File: src/rtl/sram_arbiter.sv
// Two-port arbiter in front of a single-transaction SRAM controller.
// IDLE picks a winner and latches its request, ISSUE drives the controller, RESP hands back ready.
module sram_arbiter #(
  parameter int PRIO_MODE = 0,
  parameter int TIMEOUT   = 16
) (
  input  logic        clk,
  input  logic        reset,
  input  logic        p0_rd_req,
  input  logic        p0_wr_req,
  input  logic [31:0] p0_addr,
  input  logic [31:0] p0_wdata,
  output logic [31:0] p0_rdata,
  output logic        p0_ready,
  input  logic        p1_rd_req,
  input  logic        p1_wr_req,
  input  logic [31:0] p1_addr,
  input  logic [31:0] p1_wdata,
  output logic [31:0] p1_rdata,
  output logic        p1_ready,
  output logic        mem_read_en,
  output logic        mem_write_en,
  output logic [31:0] mem_address,
  output logic [31:0] mem_write_data,
  input  logic [31:0] mem_read_data,
  input  logic        mem_ready,
  output logic [1:0]  grant,
  output logic        err
);

  localparam logic [1:0] S_IDLE  = 2'd0;
  localparam logic [1:0] S_ISSUE = 2'd1;
  localparam logic [1:0] S_RESP  = 2'd2;

  logic [1:0]  r_state;
  logic        r_owner;
  logic        r_wr;
  logic        r_last;
  logic        r_err;
  logic [7:0]  r_cnt;
  logic [31:0] r_addr;
  logic [31:0] r_wdata;
  logic [31:0] r_rdata0;
  logic [31:0] r_rdata1;

  logic w_req0;
  logic w_req1;
  logic w_win;
  logic w_busy;

  assign w_req0 = p0_rd_req | p0_wr_req;
  assign w_req1 = p1_rd_req | p1_wr_req;
  assign w_busy = (r_state == S_ISSUE) || (r_state == S_RESP);

  // On a tie the port that did not win last time gets it (r_last=1 -> port 0).
  always_comb begin
    w_win = 1'b0;
    if (w_req0 && w_req1)
      w_win = (PRIO_MODE != 0) ? 1'b0 : ~r_last;
    else
      w_win = ~w_req0;
  end

  always_ff @(posedge clk) begin
    if (reset) begin
      r_state  <= S_IDLE;
      r_owner  <= 1'b0;
      r_wr     <= 1'b0;
      r_last   <= 1'b1;
      r_err    <= 1'b0;
      r_cnt    <= '0;
      r_addr   <= '0;
      r_wdata  <= '0;
      r_rdata0 <= '0;
      r_rdata1 <= '0;
    end else begin
      case (r_state)
        S_IDLE: begin
          if (w_req0 || w_req1) begin
            r_state <= S_ISSUE;
            r_owner <= w_win;
            r_last  <= w_win;
            r_cnt   <= 8'd1;
            if (w_win) begin
              r_addr  <= p1_addr;
              r_wdata <= p1_wdata;
              r_wr    <= p1_wr_req;
            end else begin
              r_addr  <= p0_addr;
              r_wdata <= p0_wdata;
              r_wr    <= p0_wr_req;
            end
          end
        end
        S_ISSUE: begin
          if (mem_ready) begin
            r_state <= S_RESP;
            if (!r_wr) begin
              if (r_owner) r_rdata1 <= mem_read_data;
              else         r_rdata0 <= mem_read_data;
            end
          end else if (r_cnt == 8'(TIMEOUT)) begin
            r_state <= S_RESP;
            r_err   <= 1'b1;
            if (!r_wr) begin
              if (r_owner) r_rdata1 <= '0;
              else         r_rdata0 <= '0;
            end
          end else begin
            r_cnt <= r_cnt + 8'd1;
          end
        end
        S_RESP: begin
          r_state <= S_IDLE;
          r_cnt   <= '0;
        end
        default: r_state <= S_IDLE;
      endcase
    end
  end

  assign mem_read_en    = (r_state == S_ISSUE) & ~r_wr;
  assign mem_write_en   = (r_state == S_ISSUE) &  r_wr;
  assign mem_address    = r_addr;
  assign mem_write_data = r_wdata;
  assign grant          = w_busy ? (r_owner ? 2'b10 : 2'b01) : 2'b00;
  assign err            = r_err;
  assign p0_rdata       = r_rdata0;
  assign p1_rdata       = r_rdata1;
  assign p0_ready       = ~w_req0 | ((r_state == S_RESP) & ~r_owner);
  assign p1_ready       = ~w_req1 | ((r_state == S_RESP) &  r_owner);

endmodule

File: config.mk
export PLATFORM = sky130hd
export DESIGN_NAME = sram_arbiter
export DESIGN_NICKNAME = d
export VERILOG_FILES = /design/src/rtl/sram_arbiter.sv
export SDC_FILE = /design/constraint.sdc
export NUM_CORES = 1
export LEC_CHECK = 0
export BUFFER_PORTS_ARGS = -buffer_cell sky130_fd_sc_hd__buf_2
export CAP_MARGIN = 20
export CORE_UTILIZATION = 41
export DETAILED_ROUTE_END_ITERATION = 8
export GPL_TIMING_DRIVEN = 0
export PLACE_DENSITY = 0.75
export REMOVE_ABC_BUFFERS = 1
export SYNTH_ARGS = -nofsm -noshare
export SYNTH_HDL_FRONTEND = slang
export SYNTH_SLANG_ARGS = --single-unit
File: constraint.sdc
create_clock -name clk -period 1.7 [get_ports clk]
set_input_delay 0.34 -clock clk [delete_from_list [all_inputs] [get_ports clk]]
set_output_delay 0.34 -clock clk [all_outputs]
set_load 0.02 [all_outputs]
==> results.sh, run 1 <==
export IMPL_powerDensity_nw_per_um2=1140
export IMPL_dp_final_hpwl_um=13700
export IMPL_rsz0062_at_grt="yes"
export IMPL_place_congestion=0.820
export IMPL_met2_usage=0.472
export IMPL_finalMaxSlewViolations=0
export IMPL_violations="setup timing"
export IMPL_synth_top_family_by_area="compound AO/OA/AOI/OAI gates"
export IMPL_cp_start_kind="flop"
export IMPL_cp_slowest_cell="dfxtp_2"
export IMPL_overflow=0
export IMPL_die_h_um=127
export IMPL_ys_ff_latch=142
export IMPL_synthSimpleGateAreaFrac=0.127
export IMPL_io_pins=302
export IMPL_synthMuxAreaShare=0.101
export IMPL_tns_ns=-0.642
export IMPL_post_route_period_util=1.04
export IMPL_grt_pass1_vias=6277
export IMPL_grt_pass1_wl_um=33500
export IMPL_gr_max_usage_layer="met2"
export IMPL_yosysWarnings=0
export IMPL_final_area_um2=9880
export IMPL_worstPathArrival_ns=2.04
export IMPL_dieArea_um2=16200
export IMPL_htree_levels=4
export IMPL_placed_cells=1143
export IMPL_synth_compound_gate_area_share=0.263
export IMPL_post_place_ws_ns=-0.916
export IMPL_crit_type="reg2reg"
export IMPL_crit_chain="inv_2, ha_4, nor4bb_4, a21oi_4, clkbuf_16, buf_6, o21ai_2, a21oi_1"
export IMPL_numCtsBuffers=17
export IMPL_grt_usage=0.264
export IMPL_fin_ws_ns=-0.0642
export IMPL_first_pass_iters=5
export IMPL_worst_skew_pair_late_latency_ns=0.43
export IMPL_wirelength_um=23300
export IMPL_worst_path_max_fanout=8
export IMPL_status="finished with violations"
export IMPL_syn_area_um2=6450
export IMPL_avgSynthCellArea_um2=9.38
export IMPL_first_iter_violations=441
export IMPL_setup_viol=31
export IMPL_cts_root_buf="clkbuf_16"
export IMPL_core_um2=15300
export IMPL_wl_per_cell_um=19.0
export IMPL_final_fill_count=1224
export IMPL_critPathRequiredTime_ns=1.98
export IMPL_slowest_delay_ns=0.33
export IMPL_tightest_slew_ns=0.681
export IMPL_cts_reportedPaths_clkPinSlew_ns=0.06
export IMPL_yosysTopAreaCell="dfxtp_1"
export IMPL_remaining_drc_errors=0
export IMPL_io_buffers=301
export IMPL_fin_skew_ns=0.0202
export IMPL_drt_vias_per_instance=5.48
export IMPL_met1_usage=0.289
export IMPL_crit_path_end_kind="flop"
export IMPL_async_flop_share=0
export IMPL_ys_types=45
export IMPL_synth_edf_count=0
export IMPL_synth_seq_area_share=0.440
export IMPL_synth_xor_area_frac=0
export IMPL_gr_usage_met3=0.0913
export IMPL_finalNonFillerCells=1227
export IMPL_area_growth_pct=53.1
export IMPL_hold_path_class="in2reg"
export IMPL_synthFlopType="dfxtp_1"
export IMPL_netlist_area_leader_share=0.440
export IMPL_leakagePower_nw=4.35
export IMPL_drive_above_1_share=0.532
export IMPL_slew_headroom=0.546
export IMPL_fin_crit_ns=1.76
export IMPL_antenna_found_initial=3
export IMPL_synthAdderAreaFrac=0.0116
export IMPL_cap_violations=0
export IMPL_grt_max_degree=94
export IMPL_netlist_instances=688
export IMPL_vias=6729
export IMPL_final_antenna_net_count=0
export IMPL_cts_tree="yes"
export IMPL_cts_sinks=142
export IMPL_row_count=45
export IMPL_fmaxAchievable_mhz=567
export IMPL_initial_core_util=0.423
export IMPL_hold_viol_final=0
export IMPL_die_w_um=127
export IMPL_nets=1174
export IMPL_peakVddDrop_v=0.000746
export IMPL_place_area_um2=8180
export IMPL_yosys_top_cells_area="dfxtp_1, a211oi_2, mux2i_1, a21oi_1, o21ai_0"
export IMPL_clk_path_buf_depth=2
cell families (layout without fill, tap and decap cells):
family          count (synthesis)  count (layout)
flops                         142             142
other cells                     0               3
compound gates                229             229
buf+inv                        76             398
simple gates                  170             173
fa+ha+maj                       6               6
mux                            65              65
metal layers:
metal,vias to the layer above,part of all wire
li1,3152,-
met1,3216,0.38
met2,314,0.51
met3,47,0.089
met4,0,0.024
met5,-,0
path summary, 6_finish.rpt:
check,start,end,slack (ns),cells after the start
max reg2reg,r_cnt[0],p1_rdata[31],-0.06,8
min,mem_read_data[7],p0_rdata[7],0.19,3
max,r_cnt[0],p1_rdata[31],-0.06,8
min reg2reg,p0_rdata[14],p0_rdata[14],0.45,2
where the power goes:
group          switching, mW  internal, mW
Sequential             0.212          3.68
Combinational           2.02          1.53
Clock                   1.45          2.33
final cells by class:
cell class | count | area, µm² | share of cell area
flip-flops and latches | 142 | 2860 | 0.289
clock buffers | 20 | 447 | 0.0452
repair buffers | 359 | 2470 | 0.250
diodes | 3 | 7.51 | 0.000760
multi-input cells | 473 | 3660 | 0.370
inverters | 8 | 41.3 | 0.00418
well taps | 211 | 264 | 0.0267
clock inverters | 11 | 143 | 0.0144
flip-flops by register name (all words and copies together), names as in the netlist:
signal / cells
err: 1
r_wr: 1
p0_rdata: 32
mem_address: 32
mem_write_data: 32
p1_rdata: 32
r_owner: 1
r_last: 1
r_state: 2
r_cnt: 8
cells in the mapped netlist, drive strengths merged (2+ instances only):
| library cell | n |
|---|---|
| clkbuf | 39 |
| o21ai | 68 |
| nand4 | 2 |
| mux2i | 65 |
| nor2b | 5 |
| dfxtp | 142 |
| nor2 | 74 |
| nand3 | 66 |
| nor3 | 4 |
| and3 | 4 |
| a21oi | 72 |
| o31ai | 2 |
| a211oi | 66 |
| a21o | 2 |
| o22ai | 2 |
| nand2b | 4 |
| a41oi | 4 |
| buf | 29 |
| nand2 | 5 |
| inv | 8 |
| and2 | 4 |
| a311oi | 2 |
| ha | 6 |
repair_timing:
item,CTS,global route
endpoints found under the hold margin,0,0
buffers inserted,19,15
endpoints found under the setup margin,145,115
gates cloned,10,7
hold buffers,0,0
gates resized for setup,132,51
pin swaps,44,27
worst max-delay path, delay by kind of cell (launching register included):
kind	cells	cell delay [ns]
buffers and inverters	3	0.44
and+or+nand+nor	1	0.31
DFF	1	0.33
adders and majority gates	1	0.12
AOI/OAI and AO/OA	3	0.41
cell usage in the layout (no fill, tap or decap), types with 22 or more instances in the layout:
cell       synthesis  routed
mux2i_1           65      61
nor2_1            74      73
dfxtp_1          142     136
a211oi_2          60      62
clkbuf_16          0      22
nand3_1           66      61
buf_2             11     294
o21ai_2            0      34
a21oi_1           70      68
o21ai_1            0      23
buf_4             12      29
stage by stage:
stage / hold WS, ns / power, mW / utilization
6_report: 0.190 / 11.2 / 0.648
5_1_grt: 0.189 / 11.6 / 0.648
3_3_place_gp: 0.457 / 6.60 / 0.517
3_5_place_dp: 0.464 / 6.69 / 0.536
4_1_cts: 0.188 / 10.9 / 0.621
2_1_floorplan: 0.405 / 5.67 / -
Power figures use the tool's default switching activity.
==> run 2: changes to the inputs <==
--- a/config.mk
+++ b/config.mk
@@ -5,12 +5,11 @@
 export SDC_FILE = /design/constraint.sdc
 export NUM_CORES = 1
 export LEC_CHECK = 0
-export BUFFER_PORTS_ARGS = -buffer_cell sky130_fd_sc_hd__buf_2
 export CAP_MARGIN = 20
 export CORE_UTILIZATION = 41
 export DETAILED_ROUTE_END_ITERATION = 8
+export DONT_BUFFER_PORTS = 1
 export GPL_TIMING_DRIVEN = 0
-export PLACE_DENSITY = 0.75
 export REMOVE_ABC_BUFFERS = 1
 export SYNTH_ARGS = -nofsm -noshare
 export SYNTH_HDL_FRONTEND = slang
==> run 2 against run 1 <==
Against the previous run: the flow still finishes with violations (setup timing); sequential power grew 13%; first-iteration DRC count fell by 31%; fmax is 1.6% higher; sequential share of layout area increased by 6.7 points; flip-flop and latch count unchanged; final cell count fell by 26%; critical path type unchanged; hold slack lost 0.16 ns; via count decreased by 19%; global-route usage is 2.8 points lower; critical endpoint is now p1_rdata[27].
==> results.sh, run 2 (synthesized netlist as in run 1, its figures left out) <==
export IMPL_status="finished with violations"
export IMPL_violations="setup timing"
export IMPL_holdPathStages=1
export IMPL_first_pass_iters=4
export IMPL_crit_type="reg2reg"
export IMPL_post_place_ws_ns=-1.16
export IMPL_worstPathArrival_ns=2.08
export IMPL_hp_start="reset"
export IMPL_worst_path_max_fanout=20
export IMPL_crit_start="r_state[1]"
export IMPL_io_buffers=0
export IMPL_cp_start_kind="flop"
export IMPL_finalMaxSlewViolations=0
export IMPL_fin_crit_ns=1.74
export IMPL_fmaxAchievable_mhz=576
export IMPL_grt_pass1_wl_um=29300
export IMPL_initial_core_util=0.423
export IMPL_leakagePower_nw=2.85
export IMPL_grt_usage=0.236
export IMPL_drive_above_1_share=0.280
export IMPL_final_antenna_net_count=0
export IMPL_slew_headroom=0.508
export IMPL_post_route_period_util=1.02
export IMPL_grt_max_degree=109
export IMPL_nets=864
export IMPL_clk_path_buf_depth=2
export IMPL_numCtsBuffers=17
export IMPL_hold_path_class="in2reg"
export IMPL_cts_root_buf="clkbuf_16"
export IMPL_cts_sinks=142
export IMPL_place_congestion=0.807
export IMPL_antenna_found_initial=0
export IMPL_cap_violations=0
export IMPL_io_pins=302
export IMPL_htree_levels=4
export IMPL_powerDensity_nw_per_um2=1270
export IMPL_clkPwrFrac=0.354
export IMPL_first_iter_violations=306
export IMPL_remaining_drc_errors=0
export IMPL_place_area_um2=6610
export IMPL_area_growth_pct=24.3
export IMPL_dp_final_hpwl_um=12600
export IMPL_setup_viol=18
export IMPL_fin_ws_ns=-0.0370
export IMPL_die_w_um=127
export IMPL_diodes=0
export IMPL_p_int_mw=6.90
export IMPL_tightest_slew_ns=0.738
export IMPL_final_area_um2=8020
export IMPL_row_count=45
export IMPL_drt_vias_per_instance=6.00
export IMPL_swShare=0.322
export IMPL_rr_startpoint="r_state[1]"
export IMPL_cts_reportedPaths_clkPinSlew_ns=0.06
export IMPL_critPathRequiredTime_ns=2.04
export IMPL_r2r_cells=7
export IMPL_crit_path_end_kind="flop"
export IMPL_layout_common_cells="dfxtp_1, nor2_1, mux2i_1"
export IMPL_worst_skew_pair_late_latency_ns=0.42
export IMPL_vias=5469
export IMPL_wl_per_cell_um=22.7
export IMPL_die_h_um=127
export IMPL_cts_tree="yes"
export IMPL_grt_pass1_vias=5328
export IMPL_wirelength_um=20700
export IMPL_rsz0062_at_grt="yes"
export IMPL_dieArea_um2=16200
export IMPL_comb_power_share=0.216
export IMPL_hold_viol_final=0
export IMPL_fin_hold_ws_ns=0.0258
export IMPL_tns_ns=-0.309
export IMPL_layout_commonest_cell="dfxtp_1"
export IMPL_p_seq_frac=0.430
export IMPL_switching_power_mw=3.28
export IMPL_overflow=0
export IMPL_peakVddDrop_v=0.000642
export IMPL_p_total_mw=10.2
export IMPL_core_um2=15300
export IMPL_fin_skew_ns=0.00817
## run 2: changes by cell type in the layout (fill, tap and decap cells not counted), moves of 7 or more
cell | before | now
o21ai_2 | 34 | 13
o21ai_0 | 10 | 29
buf_16 | 12 | 5
buf_6 | 10 | 2
buf_4 | 29 | 22
buf_2 | 294 | 0
## run 2: what timing repair did
item                                    in CTS  in global routing
hold buffers                                 1                  0
resized for setup                           42                 71
setup buffers                               18                 10
pin swaps                                   28                 11
cloned                                       7                  7
endpoints found under the hold margin       37                  0
endpoints found under the setup margin     144                 97
## run 2: per-layer routing
layer | track usage | vias up | part of all wire
met3 | 0.0930 | 41 | 0.11
met4 | 0.0868 | 0 | 0.023
li1 | - | 2519 | -
met1 | 0.258 | 2644 | 0.37
met2 | 0.411 | 265 | 0.50
met5 | 0 | - | 0
## run 2: path summary, 6_finish.rpt
check	end	slack [ns]
setup / recovery	p1_rdata[27]	-0.04
hold / removal	p0_rdata[23]	0.03
setup reg to reg	p1_rdata[27]	-0.04
hold reg to reg	r_cnt[4]	0.51
## run 2: area by class of cell
cell class | count | area [µm²]
Fill cell | 1343 | 7230
Tap cell | 211 | 264
Clock buffer | 19 | 443
Multi-Input combinational cell | 475 | 3570
Timing Repair Buffer | 47 | 736
Sequential cell | 142 | 2860
Inverter | 8 | 36.3
Clock inverter | 10 | 119
## run 2: critical path, stage by stage, from the launching register on
cell and delay [ns]:
dfxtp_4 0.35, inv_4 0.07, ha_4 0.16, nor2b_4 0.36, and2_4 0.29, buf_16 0.17, nand3_1 0.10, a21oi_1 0.15
## run 2: per-stage QoR
stage	instances	util
floorplan	620	-
global placement	831	0.418
detailed placement	840	0.433
CTS	895	0.500
global route	912	0.526
finish	912	0.526
## run 2: power groups by stage
stage                     Combinational, mW  Clock, mW  Sequential (mW)
after floorplan                        1.35          0             4.32
after global placement                 1.57          0             4.41
after detailed placement               1.66          0             4.42
after CTS                              1.99       3.66             4.37
after global routing                   2.36       3.80             4.42
final                                  2.20       3.61             4.38
